<file path="src/rtl/router_reg_if.sv">
// Handshake/data bundle between router_fsm, the input byte stream and router_reg.
// err_count exists only when ROUTER_REG_ERR_CNT_EN is defined.
interface router_reg_if #(
  parameter int WIDTH = 8
) ();
  logic             pkt_valid;
  logic [WIDTH-1:0] data_in;
  logic             fifo_full;
  logic             detect_add;
  logic             lfd_state;
  logic             ld_state;
  logic             laf_state;
  logic             full_state;
  logic             rst_int_reg;
  logic [WIDTH-1:0] dout;
  logic             parity_done;
  logic             low_packet_valid;
  logic             err;
`ifdef ROUTER_REG_ERR_CNT_EN
  logic [7:0]       err_count;

  modport master (
    output pkt_valid, data_in, fifo_full, detect_add, lfd_state, ld_state,
           laf_state, full_state, rst_int_reg,
    input  dout, parity_done, low_packet_valid, err, err_count
  );

  modport slave (
    input  pkt_valid, data_in, fifo_full, detect_add, lfd_state, ld_state,
           laf_state, full_state, rst_int_reg,
    output dout, parity_done, low_packet_valid, err, err_count
  );
`else
  modport master (
    output pkt_valid, data_in, fifo_full, detect_add, lfd_state, ld_state,
           laf_state, full_state, rst_int_reg,
    input  dout, parity_done, low_packet_valid, err
  );

  modport slave (
    input  pkt_valid, data_in, fifo_full, detect_add, lfd_state, ld_state,
           laf_state, full_state, rst_int_reg,
    output dout, parity_done, low_packet_valid, err
  );
`endif
endinterface

</file>
<file path="src/rtl/router_reg.sv">
// 1x3 router datapath register: header/full-byte holding, output byte, running parity and error flag.
// Optional saturating error counter enabled by ROUTER_REG_ERR_CNT_EN.
module router_reg #(
  parameter int WIDTH = 8
) (
  input logic         clk,
  input logic         rst,
  router_reg_if.slave bus
);

  logic [WIDTH-1:0] dout_q, dout_d;
  logic [WIDTH-1:0] header_byte, header_byte_d;
  logic [WIDTH-1:0] full_state_byte, full_state_byte_d;
  logic [WIDTH-1:0] internal_parity, internal_parity_d;
  logic [WIDTH-1:0] packet_parity, packet_parity_d;
  logic             parity_done_q, parity_done_d;
  logic             parity_done_prev;
  logic             low_packet_valid_q, low_packet_valid_d;
  logic             err_q, err_d;
  logic             hdr_invalid;
  logic             parity_from_ld;
  logic             parity_from_laf;

  always_comb begin
    dout_d             = dout_q;
    header_byte_d      = header_byte;
    full_state_byte_d  = full_state_byte;
    internal_parity_d  = internal_parity;
    packet_parity_d    = packet_parity;
    parity_done_d      = parity_done_q;
    low_packet_valid_d = low_packet_valid_q;
    err_d              = err_q;

    hdr_invalid     = bus.pkt_valid && (bus.data_in[1:0] == 2'b11);
    parity_from_ld  = bus.ld_state && !bus.pkt_valid && !bus.fifo_full;
    parity_from_laf = bus.laf_state && low_packet_valid_q && !parity_done_q;

    if (bus.detect_add && bus.pkt_valid && !hdr_invalid)
      header_byte_d = bus.data_in;

    if (bus.lfd_state)
      dout_d = header_byte;
    else if (bus.ld_state) begin
      if (!bus.fifo_full)
        dout_d = bus.data_in;
      else
        full_state_byte_d = bus.data_in;
    end else if (bus.laf_state)
      dout_d = full_state_byte;

    // An address-3 header leaves the running parity untouched rather than clearing it.
    if (bus.detect_add) begin
      if (!hdr_invalid)
        internal_parity_d = '0;
    end else if (bus.lfd_state)
      internal_parity_d = internal_parity ^ header_byte;
    else if (bus.ld_state && bus.pkt_valid && !bus.full_state && !bus.fifo_full)
      internal_parity_d = internal_parity ^ bus.data_in;

    if (bus.detect_add)
      parity_done_d = 1'b0;
    else if (parity_from_ld) begin
      packet_parity_d = bus.data_in;
      parity_done_d   = 1'b1;
    end else if (parity_from_laf) begin
      packet_parity_d = full_state_byte;
      parity_done_d   = 1'b1;
    end

    if (bus.ld_state && !bus.pkt_valid && bus.fifo_full)
      low_packet_valid_d = 1'b1;
    else if (bus.rst_int_reg)
      low_packet_valid_d = 1'b0;

    // Compare one cycle after parity_done rises so both parity registers have settled.
    if (bus.detect_add)
      err_d = 1'b0;
    else if (parity_done_q && !parity_done_prev)
      err_d = (internal_parity != packet_parity);
  end

  always_ff @(posedge clk) begin
    if (rst) begin
      dout_q             <= '0;
      header_byte        <= '0;
      full_state_byte    <= '0;
      internal_parity    <= '0;
      packet_parity      <= '0;
      parity_done_q      <= 1'b0;
      parity_done_prev   <= 1'b0;
      low_packet_valid_q <= 1'b0;
      err_q              <= 1'b0;
    end else begin
      dout_q             <= dout_d;
      header_byte        <= header_byte_d;
      full_state_byte    <= full_state_byte_d;
      internal_parity    <= internal_parity_d;
      packet_parity      <= packet_parity_d;
      parity_done_q      <= parity_done_d;
      parity_done_prev   <= parity_done_q;
      low_packet_valid_q <= low_packet_valid_d;
      err_q              <= err_d;
    end
  end

  assign bus.dout             = dout_q;
  assign bus.parity_done      = parity_done_q;
  assign bus.low_packet_valid = low_packet_valid_q;
  assign bus.err              = err_q;

`ifdef ROUTER_REG_ERR_CNT_EN
  logic [7:0] err_count_q;

  always_ff @(posedge clk) begin
    if (rst)
      err_count_q <= '0;
    else if (err_d && !err_q && (err_count_q != 8'hFF))
      err_count_q <= err_count_q + 8'd1;
  end

  assign bus.err_count = err_count_q;
`endif

endmodule

</file>
<file path="src/flat_wrapper.sv">
// flat-port wrapper written by rule: the top's interface ports become plain ports
module router_reg_flat 
#(
  parameter int WIDTH = 8
)
  (clk, rst, bus_pkt_valid, bus_data_in, bus_fifo_full, bus_detect_add, bus_lfd_state, bus_ld_state, bus_laf_state, bus_full_state, bus_rst_int_reg, bus_dout, bus_parity_done, bus_low_packet_valid, bus_err);
  router_reg_if #(.WIDTH(WIDTH)) bus_i ();
  input logic clk;
  input logic rst;
  input wire logic [$bits(bus_i.pkt_valid)-1:0] bus_pkt_valid;
  input wire logic [$bits(bus_i.data_in)-1:0] bus_data_in;
  input wire logic [$bits(bus_i.fifo_full)-1:0] bus_fifo_full;
  input wire logic [$bits(bus_i.detect_add)-1:0] bus_detect_add;
  input wire logic [$bits(bus_i.lfd_state)-1:0] bus_lfd_state;
  input wire logic [$bits(bus_i.ld_state)-1:0] bus_ld_state;
  input wire logic [$bits(bus_i.laf_state)-1:0] bus_laf_state;
  input wire logic [$bits(bus_i.full_state)-1:0] bus_full_state;
  input wire logic [$bits(bus_i.rst_int_reg)-1:0] bus_rst_int_reg;
  output wire logic [$bits(bus_i.dout)-1:0] bus_dout;
  output wire logic [$bits(bus_i.parity_done)-1:0] bus_parity_done;
  output wire logic [$bits(bus_i.low_packet_valid)-1:0] bus_low_packet_valid;
  output wire logic [$bits(bus_i.err)-1:0] bus_err;
  assign bus_i.pkt_valid = bus_pkt_valid;
  assign bus_i.data_in = bus_data_in;
  assign bus_i.fifo_full = bus_fifo_full;
  assign bus_i.detect_add = bus_detect_add;
  assign bus_i.lfd_state = bus_lfd_state;
  assign bus_i.ld_state = bus_ld_state;
  assign bus_i.laf_state = bus_laf_state;
  assign bus_i.full_state = bus_full_state;
  assign bus_i.rst_int_reg = bus_rst_int_reg;
  assign bus_dout = bus_i.dout;
  assign bus_parity_done = bus_i.parity_done;
  assign bus_low_packet_valid = bus_i.low_packet_valid;
  assign bus_err = bus_i.err;
  router_reg #(.WIDTH(WIDTH)) u_core (.clk(clk), .rst(rst), .bus(bus_i));
endmodule
</file>
<file path="config.mk">
export PLATFORM = sky130hd
export DESIGN_NAME = router_reg_flat
export DESIGN_NICKNAME = d
export VERILOG_FILES = /design/src/rtl/router_reg_if.sv /design/src/rtl/router_reg.sv /design/src/flat_wrapper.sv
export SDC_FILE = /design/constraint.sdc
export NUM_CORES = 1
export LEC_CHECK = 0
export ABC_AREA = 0
export BUFFER_PORTS_ARGS = -buffer_cell sky130_fd_sc_hd__buf_2
export CAP_MARGIN = 20
export CORE_UTILIZATION = 55
export DETAILED_ROUTE_END_ITERATION = 10
export GPL_TIMING_DRIVEN = 0
export PLACE_DENSITY = 0.85
export SYNTH_ARGS = -nofsm -noshare
export SYNTH_HDL_FRONTEND = slang
export SYNTH_SLANG_ARGS = --single-unit
</file>
<file path="constraint.sdc">
create_clock -name clk -period 1.45 [get_ports clk]
set_input_delay 0.145 -clock clk [delete_from_list [all_inputs] [get_ports clk]]
set_output_delay 0.145 -clock clk [all_outputs]
set_load 0.01 [all_outputs]
</file>
==> impl_results.md, run 1 <==
- Top Ports: 29
- DRC: 0
- Initial Util: 0.579
- Port Buf Inserts: 26
- Mean post-synth cell area: 8.72 sq um
- Internal power: 2.01 mW
- Setup-failing EPs final: 0
- Initial antenna violation count: 0
- Reg power frac: 0.483
- Final Hold Vio Count: 0
- Die width: 64.3 um
- Gate Count Post-Synth: 245
- Crit Path Category: primary input to flip-flop
- Area of the multi-input gates: 0.00117 sq mm
- Skew-Pair Late Insertion Delay: ~0.3 ns
- Worst setup SP type: primary input
- TritonRoute pass-1 iters: 6
- Critical path arrival: 1.57 ns
- CP Capture Point: u_core.packet_parity[2]$_SDFFE_PP0P_
- CTS Sinks: 44
- Slew Limit Fails: 0
- Total Wirelength: 4940 um
- First-pass GRT wire length: 8180 um
- Total Die Area: 0.00414 sq mm
- Dpl hpwl: 3430 um
- Layout cell share with drive strength beyond 1: 0.197
- Synth warn: 0
- Library cells used by synthesis: 27
- RR Endpoint: u_core.packet_parity[2]$_SDFFE_PP0P_
- Unrepaired setup endpoints after global routing: false
- Worst min path class: primary input to flip-flop
- Total gr overflow: 0
- Wire per inst: 15.1 um
- Worst-margin pin slew: slightly above 0.9 ns
- Sw Pwr: 648 uW
- Post-synth EDFFs: 0
- Status: complete, no violations
- Max-cap violation count: 0
- Largest net degree at the start of global routing: 14
- Crit Path Max Fanout: 10
- Post-CTS Setup Inserts: 0
- Yosys reg bits: between 40 and 50
- Count leader, synth: dfxtp_1
- Layout net count: 296
- Cell taking the most area after synthesis: dfxtp_1
- DP Area: around 0.0023 sq mm
- Crit path from: bus_pkt_valid
- Setup slack, reg-to-reg: 0.12 ns
- Gp weighted congestion: 0.851
- Clock Path Buffers: 2
- Vias in the first global route: 1,737
- Crit end category: flip-flop
- Comb power frac: 0.131
- Routed vias/inst: 5.74
- Dominant cells by area after synthesis: dfxtp_1 (41%), mux2i_1 (15%), o21ai_0 (5.9%), nand2_1 (4.9%), nor2_1 (4.6%)
- Top cell type's share of synthesized area: 0.412
- Peak supply drop: 0.000599 V
- Worst slew margin: 0.380
- Worst Path Required: 1.68 ns
- Total core area: 0.00369 sq mm
- R2R cell count: 5
- F_max: 747 MHz
- Sequential area share after synthesis: 0.412
- Vert. Die Dim: 64.3 um
- Leakage power: 1.07 nW
- Switching Fraction: 0.243
- Cell Area, Synth: 0.00214 sq mm
- Filler cells: around 330
- FF-to-FF Start: u_core.bus.parity_done$_SDFFE_PP0P_
- Cts bufs inserted: 5
- ANT nets after route: 0
- Synth cell count leaders: dfxtp_1 (44), mux2i_1 (32), nand2_1 (28)
- Row count: 22
- Area grow syn2layout: 15.8%
- N_diodes: 0
- Final Instance Area: roughly 0.0025 sq mm
- Post-synthesis net count: 263
- 1st-iter DRT viols: 130
- Power Dens Cells: around 1100 mW/mm^2
- Vias: 1,878
- CTS tree: done
- Post-synthesis async set-or-reset flop share: 0
- Main synth FF type: dfxtp_1
- Total GRT Usage: 0.264
- CTS H-tree lvls: 2
- Tcrit/Tclk final: 0.923
- FF/Latch Area: between 800 and 900 sq um
- Period minus WS final: 1.34 ns
- PnR Total Power: 2.66 mW
- Worst Skew: about 0.0064 ns
- Clock Tree Root: clkbuf_8
- Clk slew on worst S/H paths: 0.08 ns
- Clock network power share: 0.386
timing repair:
item | in CTS | in global routing
pin swaps | 0 | 1
setup endpoints to repair | 8 | 10
hold endpoints to repair | 0 | 0
resized for setup | 1 | 7
hold buffers | 0 | 0
cloned | 0 | 0
how the worst min path moves through the flow:
| stage | start | to | slack, ns | depth (start not counted) |
|---|---|---|---|---|
| floorplan | bus_data_in[0] | u_core.header_byte[0]$_SDFFE_PP0P_ | 0.28 | 2 |
| global placement | bus_rst_int_reg | u_core.bus.low_packet_valid$_SDFFE_PP0P_ | 0.42 | 3 |
| detailed placement | bus_rst_int_reg | u_core.bus.low_packet_valid$_SDFFE_PP0P_ | 0.41 | 3 |
| CTS | bus_rst_int_reg | u_core.bus.low_packet_valid$_SDFFE_PP0P_ | 0.09 | 3 |
| global route | bus_data_in[3] | u_core.header_byte[3]$_SDFFE_PP0P_ | 0.11 | 3 |
| finish | bus_rst_int_reg | u_core.bus.low_packet_valid$_SDFFE_PP0P_ | 0.1 | 3 |
routing by layer:
layer | global-route usage | share of wire
met1 | 0.315 | 0.43
met4 | 0.0917 | 0.017
met2 | 0.450 | 0.49
met3 | 0.0714 | 0.063
met5 | 0 | 0
layout make-up:
cell class / instances / share of cell area
Timing Repair Buffer: 26 / 0.0526
Tap cell: 48 / 0.0243
Buffer: 14 / 0.0288
Inverter: 9 / 0.0137
Clock buffer: 7 / 0.0389
Multi-Input combinational cell: 178 / 0.473
Sequential cell: 44 / 0.356
Clock inverter: 1 / 0.0121
cell families (layout without fill, tap and decap cells):
kind of cell,Yosys count,count (layout),share of synthesized area
simple gates,76,76,0.166
compound gates,54,54,0.149
flops,44,44,0.412
mux,40,40,0.192
buf+inv,23,57,0.0474
xor+xnor,8,8,0.0328
cells in the final DEF, fill, tap and decap left out:
cell type  count
a211oi_1       6
o21ai_0       25
clkbuf_8       7
nand2b_1       1
nor2_1        25
a211o_1        1
buf_4          1
inv_1          9
nor2b_1        3
buf_2         29
nor3_1         2
buf_6          1
or3b_1         1
mux2i_1       32
nand3_1        2
clkbuf_2       3
a211oi_2       2
mux2_2         8
nand2_1       28
a21oi_4        1
nand3b_1      11
nor4bb_4       1
o21a_1         1
clkbuf_1       6
nor2_2         1
nand4_1        1
dfxtp_1       44
xnor2_1        8
a21oi_1       18
bufinv_16      1
critical path, stage by stage:
cell and delay (ns):
buf_2 0.13, or3b_1 0.38, buf_4 0.21, a21oi_4 0.27, buf_6 0.19, nor2_1 0.06, a211oi_2 0.18
state kept, by name, summed over array words and instances (netlist names):
register,cells
u_core.bus.low_packet_valid,1
u_core.packet_parity,8
u_core.full_state_byte,8
u_core.parity_done_prev,1
u_core.bus.err,1
u_core.header_byte,8
u_core.internal_parity,8
u_core.bus.dout,8
u_core.bus.parity_done,1
power by group through the flow:
stage          clock network [mW]  registers (mW)  logic [mW]
6_report                     1.03            1.29       0.348
4_1_cts                      1.04            1.29       0.340
3_3_place_gp                    0            1.31       0.326
3_5_place_dp                    0            1.31       0.334
2_1_floorplan                   0            1.31       0.224
5_1_grt                      1.09            1.29       0.384
stage by stage:
step / utilization / instances / TNS, ns / hold WS (ns) / setup WS, ns
after detailed placement: 0.631 / 319 / -6.30 / 0.413 / -0.451
after floorplan: - / 245 / 0 / 0.281 / 0.120
after CTS: 0.667 / 327 / 0 / 0.0944 / 0.0830
after global routing: 0.671 / 327 / 0 / 0.110 / 0.0121
after global placement: 0.631 / 319 / -4.89 / 0.416 / -0.320
final: 0.671 / 327 / 0 / 0.0962 / 0.111
(Power assumes the default switching activity.)
==> run 2, diff against run 1 <==
--- a/config.mk
+++ b/config.mk
@@ -5,13 +5,15 @@
 export SDC_FILE = /design/constraint.sdc
 export NUM_CORES = 1
 export LEC_CHECK = 0
-export ABC_AREA = 0
+export ABC_AREA = 1
 export BUFFER_PORTS_ARGS = -buffer_cell sky130_fd_sc_hd__buf_2
 export CAP_MARGIN = 20
 export CORE_UTILIZATION = 55
 export DETAILED_ROUTE_END_ITERATION = 10
+export GPL_ROUTABILITY_DRIVEN = 1
 export GPL_TIMING_DRIVEN = 0
-export PLACE_DENSITY = 0.85
+export PLACE_DENSITY = 0.84
+export SLEW_MARGIN = 20
 export SYNTH_ARGS = -nofsm -noshare
 export SYNTH_HDL_FRONTEND = slang
 export SYNTH_SLANG_ARGS = --single-unit
==> run 2 against run 1 <==
  * Largest power group unchanged
  * Critical path type is now flip-flop to flip-flop
  * Die area rose by 7.1%
  * Final area rose by 3.6%
  * Setup slack improved by 0.19 ns
  * Utilization fell by 3.0 points
  * Count of clock-buffer cells in the layout fell by 1
  * Total power fell by 6.0%
  * Sequential cell count did not move
  * Non-clock buffer count fell by 3
  * Critical path depth did not move
  * Via count rose by 17%
==> impl_results.md, run 2 <==
- Clock Path Buffers: 2 (unchanged)
- Die width: 66.6 um (+3.5%)
- Main synth FF type: dfxtp_1
- Dominant cells by area after synthesis: dfxtp_1 (38%), nand2_1 (19%), inv_1 (9.3%), o21ai_0 (7.4%), nor2_1 (6.6%)
- Clock Tree Root: clkbuf_8
- Worst Skew: 0.00407 ns (-0.00232 ns)
- CTS H-tree lvls: 2 (unchanged)
- Total core area: 0.00400 sq mm (+8.4%)
- FF/Latch Area: 881 sq um (unchanged)
- Largest net degree at the start of global routing: 13 (-1)
- Vias in the first global route: 1,974 (+14%)
- Clk slew on worst S/H paths: 0.08 ns (about the same)
- Gate Count Post-Synth: 357 (+46%)
- Synth warn: 0 (unchanged)
- Hold slack: 0.0518 ns (-0.0445 ns)
- Setup TNS: 0 ns (unchanged)
- Total GRT Usage: 0.255 (-0.00903)
- Status: complete, no violations
- Crit Path Category: flip-flop to flip-flop
- Dpl ws: 0.225 ns (+0.676 ns)
- Routed vias/inst: 5.01 (-13%)
- Final setup margin: 0.302 ns (+0.191 ns)
- CP bufs+invs: 2 (-1)
- Power Dens Cells: 976 mW/mm^2 (-9.3%)
- Tcrit/Tclk final: 0.791 (-0.132)
- Hold_buf cts: 0 (unchanged)
- Dpl hpwl: 3920 um (+14%)
- Cts bufs inserted: 5 (unchanged)
- Mean post-synth cell area: 6.42 sq um (-26%)
- Worst min path class: primary input to flip-flop
- Cell taking the most area after synthesis: dfxtp_1
- Final Hold Vio Count: 0 (unchanged)
- Yosys reg bits: 44 (unchanged)
- Initial antenna violation count: 0 (unchanged)
- Post_cts resized: 0 (-1)
- First-pass GRT wire length: 8390 um (+2.5%)
- Slew Limit Fails: 0 (unchanged)
- Leakage power: 1.32 nW (+23%)
- Met3 GRT Util: 0.0514 (-0.0201)
- Commonest non-fill, non-tap cell in the layout: nand2_1
- Cell Chain, Critical Path: inv_1 -> nand3_1 -> nand2_1 -> nand2_2 -> buf_6 -> nor2_1 -> nor2_1
- Worst-margin pin slew: 0.496 ns (-0.427 ns)
- Worst slew margin: 0.669 (+0.289)
- Post-CTS Setup Inserts: 0 (unchanged)
- Grt met1 use: 0.305 (-0.00992)
- Synth cell count leaders: nand2_1 (118), inv_1 (57), dfxtp_1 (44)
- Library cells used by synthesis: 20 (-26%)
- Top delay family on crit path: simple AND/OR/NAND/NOR gates
- Layout net count: 408 (+38%)
- Port Buf Inserts: 26 (unchanged)
- Period minus WS final: 1.15 ns (-0.191 ns)
- Wire per inst: 11.7 um (-22%)
- Post-synthesis async set-or-reset flop share: 0 (unchanged)
- Unrepaired setup endpoints after global routing: false
- Row count: 23 (+4.5%)
- Gp weighted congestion: 0.856 (+0.53%)
- Area grow syn2layout: 11.8%
- DRC: 0 (unchanged)
- CTS tree: done
- Cell Area, Synth: 0.00229 sq mm (+7.3%)
- Slowest stage delay, CP: 0.32 ns (-0.06 ns)
- CTS Sinks: 44 (unchanged)
- Total Die Area: 0.00443 sq mm (+7.1%)
- Vert. Die Dim: 66.6 um (+3.5%)
- Area of the multi-input gates: 0.00111 sq mm (-4.8%)
- Vias: 2,206 (+17%)
- Commonest cells after routing, fill and taps aside: nand2_1 (118), inv_1 (57), dfxtp_1 (44)
- Filler cells: 383 (+16%)
- Grt peak-use layer: met2
- DP Area: 0.00248 sq mm (+6.8%)
- Top cell type's share of synthesized area: 0.384 (-0.0281)
- Skew-Pair Late Insertion Delay: 0.30 ns (about the same)
- F_max: 871 MHz (+17%)
- Sequential area share after synthesis: 0.384 (-0.0281)
- Critical Path Slowest Stage Cell: dfxtp_1
- TritonRoute pass-1 iters: 4 (-2)
- Initial Util: 0.573 (-0.00600)
- Peak supply drop: 0.000574 V (-4.2%)
- 1st-iter DRT viols: 111 (-15%)
- Global Route met2 Usage: 0.453 (+0.00328)
- Worst Path Required: 1.65 ns (-0.03 ns)
- Post-synthesis net count: 375 (+43%)
- N_diodes: 0 (unchanged)
- Crit-path most repeated cell: nor2_1
- Layout cell share with drive strength beyond 1: 0.136 (-0.0612)
- Crit Path Max Fanout: 10 (unchanged)
- Worst setup SP type: flip-flop
- Count leader, synth: nand2_1
- ANT nets after route: 0 (unchanged)
- Top Ports: 29 (unchanged)
- Crit end category: flip-flop
- Total Wirelength: 5170 um (+4.6%)
- Post-synth EDFFs: 0 (unchanged)
- Max-cap violation count: 0 (unchanged)
- Critical path arrival: 1.34 ns (-0.23 ns)
- Setup-failing EPs final: 0 (unchanged)
- Total gr overflow: 0 (unchanged)
- Final Instance Area: 0.00256 sq mm (+3.6%)
[run 2: cell count changes after synthesis, sizes merged, moves of 10 or more]
cell	before	now
inv	9	58
nand3	2	14
nor2	26	45
o21ai	25	35
nand2	28	121
mux2i	32	0
nand3b	11	1
[run 2: through the flow]
step / power (mW) / instances / utilization
global placement: 1.77 / 433 / 0.621
detailed placement: 1.79 / 433 / 0.621
floorplan: 1.66 / 357 / -
finish: 2.50 / 440 / 0.641
CTS: 2.52 / 440 / 0.641
global route: 2.62 / 440 / 0.641
[run 2: final timing paths]
| kind | from | end | slack [ns] | depth (start not counted) |
|---|---|---|---|---|
| min | rst | u_core.bus.low_packet_valid$_SDFFE_PP0P_ | 0.05 | 2 |
| max | u_core.bus.parity_done$_SDFFE_PP0P_ | u_core.packet_parity[5]$_SDFFE_PP0P_ | 0.30 | 7 |
| min reg2reg | u_core.full_state_byte[1]$_SDFFE_PP0P_ | u_core.full_state_byte[1]$_SDFFE_PP0P_ | 0.47 | 2 |
| max reg2reg | u_core.bus.parity_done$_SDFFE_PP0P_ | u_core.packet_parity[5]$_SDFFE_PP0P_ | 0.30 | 7 |
[run 2: area by class of cell]
class | count | area share
plain buffers | 11 | 0.0308
multi-input cells | 244 | 0.435
inverters | 58 | 0.0850
clock buffers | 6 | 0.0283
repair buffers | 26 | 0.0508
flip-flops and latches | 44 | 0.344
clock inverters | 1 | 0.00195
well taps | 50 | 0.0244
[run 2: worst reg2reg max path, stage by stage (launching register included)]
cell     delay [ns]
dfxtp_1        0.32
inv_1          0.10
nand3_1        0.08
nand2_1        0.10
nand2_2        0.12
buf_6          0.17
nor2_1         0.11
nor2_1         0.06
[run 2: report_power, final]
part / switching, mW / internal (mW) / leakage (nW)
registers: 0.0442 / 1.28 / 0.360
logic: 0.273 / 0.165 / 0.919
clock network: 0.409 / 0.328 / 0.0410
[run 2: metal layers]
layer,vias up,part of all wire
li1,1157,-
met1,996,0.47
met3,6,0.044
met2,47,0.47
met4,0,0.013
met5,-,0
[run 2: cells by family (layout without fill, tap and decap cells)]
logic type / count (synthesis) / count (layout) / synth area share
compound gates: 60 / 60 / 0.145
xor+xnor: 3 / 3 / 0.0115
buf+inv: 69 / 102 / 0.129
flops: 44 / 44 / 0.384
simple gates: 181 / 181 / 0.330
